`src/rtl/alu16_pkg.sv`:
```
// Opcode encodings for the alu16 execution unit (instruction bits [15:12]).
package alu16_pkg;

    localparam logic [3:0] OP_PASSA = 4'h0;
    localparam logic [3:0] OP_PASSB = 4'h1;
    localparam logic [3:0] OP_INC   = 4'h2;
    localparam logic [3:0] OP_DEC   = 4'h3;
    localparam logic [3:0] OP_SHL   = 4'h4;
    localparam logic [3:0] OP_SHR   = 4'h5;
    localparam logic [3:0] OP_ASR   = 4'h6;
    localparam logic [3:0] OP_ROL   = 4'h7;
    localparam logic [3:0] OP_SUB   = 4'h8;
    localparam logic [3:0] OP_ADD   = 4'h9;
    localparam logic [3:0] OP_CMP   = 4'hA;
    localparam logic [3:0] OP_NOT   = 4'hB;
    localparam logic [3:0] OP_AND   = 4'hC;
    localparam logic [3:0] OP_OR    = 4'hD;
    localparam logic [3:0] OP_XOR   = 4'hE;
    localparam logic [3:0] OP_ADC   = 4'hF;

endpackage

```
`src/rtl/alu16_addsub.sv`:
```
// Shared adder/subtractor: sub=0 gives a+b+cin with carry out,
// sub=1 gives a-b-cin with borrow out; ovf is signed overflow.
module alu16_addsub #(
    parameter int unsigned WIDTH = 16
) (
    input  logic [WIDTH-1:0] a,
    input  logic [WIDTH-1:0] b,
    input  logic             cin,
    input  logic             sub,
    output logic [WIDTH-1:0] sum,
    output logic             cout,
    output logic             ovf
);

    logic [WIDTH:0] ext;

    always_comb begin
        ext = '0;
        if (sub)
            ext = {1'b0, a} - {1'b0, b} - {{WIDTH{1'b0}}, cin};
        else
            ext = {1'b0, a} + {1'b0, b} + {{WIDTH{1'b0}}, cin};
    end

    assign sum  = ext[WIDTH-1:0];
    // For subtraction the wrapped top bit is the borrow (unsigned a < b+cin).
    assign cout = ext[WIDTH];
    assign ovf  = sub ? ((a[WIDTH-1] != b[WIDTH-1]) && (sum[WIDTH-1] != a[WIDTH-1]))
                      : ((a[WIDTH-1] == b[WIDTH-1]) && (sum[WIDTH-1] != a[WIDTH-1]));

endmodule

```
`src/rtl/alu16.sv`:
```
// Registered 16-bit ALU: combinational opcode mux feeding one register
// stage holding Y and the status flags, with asynchronous active-low clear.
module alu16
    import alu16_pkg::*;
#(
    parameter int unsigned WIDTH = 16
) (
    input  logic             clk,
    input  logic             reset,
    input  logic             en,
    input  logic [WIDTH-1:0] A,
    input  logic [WIDTH-1:0] B,
    input  logic [3:0]       aluop,
    output logic [WIDTH-1:0] Y,
    output logic             c_flag,
    output logic             z_flag,
    output logic             n_flag,
    output logic             v_flag,
    output logic             lt,
    output logic             eq
);

    logic [WIDTH-1:0] as_b;
    logic             as_cin;
    logic             as_sub;
    logic [WIDTH-1:0] as_sum;
    logic             as_cout;
    logic             as_ovf;

    logic [WIDTH-1:0] r_next;
    logic [WIDTH-1:0] zn_src;
    logic             c_next;
    logic             v_next;

    alu16_addsub #(
        .WIDTH (WIDTH)
    ) u_addsub (
        .a    (A),
        .b    (as_b),
        .cin  (as_cin),
        .sub  (as_sub),
        .sum  (as_sum),
        .cout (as_cout),
        .ovf  (as_ovf)
    );

    // INC/DEC reuse the adder with b=0 and cin=1.
    always_comb begin
        as_b   = B;
        as_cin = 1'b0;
        as_sub = 1'b0;
        unique case (aluop)
            OP_INC: begin as_b = '0; as_cin = 1'b1; end
            OP_DEC: begin as_b = '0; as_cin = 1'b1; as_sub = 1'b1; end
            OP_SUB,
            OP_CMP: as_sub = 1'b1;
            OP_ADC: as_cin = c_flag;
            default: ;
        endcase
    end

    always_comb begin
        r_next = A;
        c_next = c_flag;
        v_next = 1'b0;
        unique case (aluop)
            OP_PASSA: r_next = A;
            OP_PASSB: r_next = B;
            OP_INC, OP_DEC, OP_SUB, OP_ADD, OP_ADC: begin
                r_next = as_sum;
                c_next = as_cout;
                v_next = as_ovf;
            end
            OP_SHL: begin r_next = {A[WIDTH-2:0], 1'b0};       c_next = A[WIDTH-1]; end
            OP_SHR: begin r_next = {1'b0, A[WIDTH-1:1]};       c_next = A[0];       end
            OP_ASR: begin r_next = {A[WIDTH-1], A[WIDTH-1:1]}; c_next = A[0];       end
            OP_ROL: begin r_next = {A[WIDTH-2:0], A[WIDTH-1]}; c_next = A[WIDTH-1]; end
            OP_CMP: begin
                r_next = A;
                c_next = as_cout;
                v_next = as_ovf;
            end
            OP_NOT: r_next = ~A;
            OP_AND: r_next = A & B;
            OP_OR:  r_next = A | B;
            OP_XOR: r_next = A ^ B;
            default: ;
        endcase
        zn_src = (aluop == OP_CMP) ? as_sum : r_next;
    end

    always_ff @(posedge clk or negedge reset) begin
        if (!reset) begin
            Y      <= '0;
            c_flag <= 1'b0;
            z_flag <= 1'b0;
            n_flag <= 1'b0;
            v_flag <= 1'b0;
            lt     <= 1'b0;
            eq     <= 1'b0;
        end else if (en) begin
            Y      <= r_next;
            c_flag <= c_next;
            z_flag <= (zn_src == '0);
            n_flag <= zn_src[WIDTH-1];
            v_flag <= v_next;
            lt     <= ($signed(A) < $signed(B));
            eq     <= (A == B);
        end
    end

endmodule

```
`config.mk`:
```
export PLATFORM = sky130hd
export DESIGN_NAME = alu16
export DESIGN_NICKNAME = d
export VERILOG_FILES = /design/src/rtl/alu16_pkg.sv /design/src/rtl/alu16_addsub.sv /design/src/rtl/alu16.sv
export SDC_FILE = /design/constraint.sdc
export NUM_CORES = 1
export LEC_CHECK = 0
export CORE_ASPECT_RATIO = 0.5
export CORE_MARGIN = 2
export CORE_UTILIZATION = 45
export CTS_BUF_LIST = sky130_fd_sc_hd__clkbuf_4 sky130_fd_sc_hd__clkbuf_8 sky130_fd_sc_hd__clkbuf_16
export DETAILED_ROUTE_END_ITERATION = 6
export PLACE_DENSITY = 0.66
export SYNTH_ARGS = -nofsm -noshare
export SYNTH_HDL_FRONTEND = slang
export SYNTH_SLANG_ARGS = --single-unit
```
`constraint.sdc`:
```
create_clock -name clk -period 5.2 [get_ports clk]
set_input_delay 0.78 -clock clk [delete_from_list [all_inputs] [get_ports clk]]
set_output_delay 0.78 -clock clk [all_outputs]
set_load 0.01 [all_outputs]
```
==> reports/results.ini <==
[pwr]
irDropWorstVdd_mv=0.1749
power.leakage_nw=3.098
power_density_mw_per_mm2=198.3
power_mw=1.386

[routing]
avgRoutedWirePerCell_um=22.95
remaining_drc_errors=0
num_vias=6650
viasPerCell=6.413
wirelength_mm=23.80
first_iter_violations=936
first_pass_iters=6
drtAntennaViolNets=0

[worst_setup_path]
crit_required_ns=5.41
ff2ff_setup_slack_ns=0.97
worstSetupStartpoint=aluop[2]
rr_startpoint=c_flag$_DFFE_PN0P_
worstSetupEndpointType=flop
path_class=in -> reg
worstSetupStartpointType=primary input
path_max_fanout=8
cp.arrival_ns=5.24

[cts]
clkTransAtPathRegs_ns=0.07
h-tree-depth=1
clk_latency_ns=0.27
postCtsSetupRepairBufs=0
cts_num_sinks=22
cts_made_buffers=3
cts_tree=done
cts_root_buffer=clkbuf_16
cts_buffer_depth=2

[layout]
drive_above_1_share_pct=12.11
antenna_cells=0
multi_input_area_mm2=0.004773
fillers=1224
fin_nets=1004
final_cells=1037
area.sequential_um2=550.5
synthToLayoutAreaGrowth_pct=20.30

[placed_design]
gp_congestion=1.016
port_buffers=60
place_inst=1033
place_hpwl_mm=19.09

[floorplan]
die_y_um=84.36
pin_count=61
initial_core_util_pct=46.03
die_w_um=164.7
core_mm2=0.01263
rows=29
dieArea_mm2=0.01390

[sta]
tightestPinTransition_ns=1.049
period_minus_slack_ns=5.025
rsz0062_at_grt=no
hold_viol_final=0
clock_skew_ns=0.007279
fin_crit_sh_pct=96.63
relSlewSlack_pct=29.83
max_freq_mhz=199.0
drv_slew=0
setup_viol_count_final=0

[worst_hold_path]
min_from=Y[2]$_DFFE_PN0P_
hp-class=reg -> reg

[yosys]
yosys_warnings=0
synth_top_area_share_pct=20.02
synth-seq-cells=22
synth_most_common_cell=ha_1
synth_cells=783
seq_area_frac_synth_pct=9.473
ys_types=87
synth_edf_count=0
yosys-top-cells-area=ha_1, dfrtp_1, a21oi_1
syn_avg_cell_area_um2=7.423
synth.largest_area_cell=ha_1
async_flop_share_pct=100.0
ys.flop_type=dfrtp_1
synth_nets=919
syn-cell-area_mm2=0.005812
ys_top_cells_by_count=ha_1, inv_1, nor2_1

[global_routing]
grt_max_degree=53
overflow=0
track_usage_pct=34.68
grt_pass1_wl_mm=36.80
grt_pass1_vias=6259
antenna_found_initial=1

[run]
cap_violations=0

[outcome]
status=finished, final reports clean

-- sequential cells by signal, summed over array words and instances (netlist names) --
name	cells
lt	1
eq	1
v_flag	1
c_flag	1
z_flag	1
Y	16
n_flag	1
-- layout by cell type (no fill, tap or decap), types with 5 or more instances in the layout --
cell,instances
a21o_1,9
a221oi_1,5
mux2i_1,15
and2_1,6
o22ai_1,9
o221ai_1,11
a31oi_1,14
inv_1,80
o31ai_1,6
o21bai_1,6
nor2_1,73
dfrtp_1,22
nand2_1,45
a211oi_1,10
o21a_1,10
ha_1,93
nor2b_1,15
o211ai_1,15
nor4_1,11
mux2_2,14
o21ai_0,32
nand3_1,9
buf_4,60
a32oi_1,8
xnor2_1,15
nor3_1,19
nand2b_1,16
clkdlybuf4s50_1,59
a32o_1,6
a22oi_1,9
a21oi_1,65
-- path summary, 6_finish.rpt --
check,end,cells past startpoint
setup / recovery,z_flag$_DFFE_PN0P_,18
hold reg to reg,Y[2]$_DFFE_PN0P_,1
max in group asynchronous,Y[4]$_DFFE_PN0P_,1
setup reg to reg,z_flag$_DFFE_PN0P_,16
min in group asynchronous,Y[5]$_DFFE_PN0P_,1
hold / removal,Y[2]$_DFFE_PN0P_,1
-- through the flow --
step	utilization, %	hold WS (ns)	worst slack (ns)	setup TNS [ns]	instance area (µm²)
detailed placement	54.49	0.4807	-0.002212	-0.002212	6880
CTS	55.32	0.5125	0.2380	0	6985
global placement	54.49	0.4872	0.04439	0	6880
floorplan	-	0.4844	0.3143	0	5812
finish	55.37	0.5089	0.1753	0	6992
global route	55.37	0.5396	0.01689	0	6992
-- area by class of cell --
class	count	share of cell area, %
sequential	22	7.874
timing repair buffer	120	14.96
inverter	81	4.349
tap	170	3.042
multi-input combinational	640	68.27
clock buffer	3	1.074
clock inverter	1	0.4295
-- report_power, final --
part	switching, mW	internal [mW]
logic	0.534	0.403
registers	0.0202	0.204
clock network	0.0717	0.153
-- cell families (layout without fill, tap and decap cells) --
kind of cell,count (synthesis),count (layout),synth area share (%)
fa+ha+maj,97,97,21.40
compound gates,261,261,31.80
xor+xnor,17,17,2.562
simple gates,236,236,20.97
mux,29,29,5.296
buf+inv,121,205,8.504
flops,22,22,9.473
-- routing by layer --
metal / global-route usage (%) / wire (µm)
met5: 0 / 0
met4: 7.826 / 507
met3: 6.176 / 2581
met2: 49.49 / 9426
met1: 53.42 / 11280
-- worst max-delay path: stages --
cell and delay, ns:
clkdlybuf4s50_1 0.61, nand2b_1 0.17, nor2_1 0.05, buf_4 0.16, nor2_1 0.17, inv_1 0.08, fa_1 0.47, fa_1 0.49
o21bai_4 0.19, a2111oi_2 0.10, nor3_2 0.23, buf_4 0.21, a311oi_4 0.12, mux2i_1 0.14, o32a_1 0.43, or4_1 0.41
o21ai_1 0.19, a32o_2 0.22
-- timing repair --
item	4_1_cts	5_1_grt
resized for setup	0	2
endpoints found under the setup margin	0	3
hold buffers	0	0
Note: power is estimated with default switching activity, not from simulation.
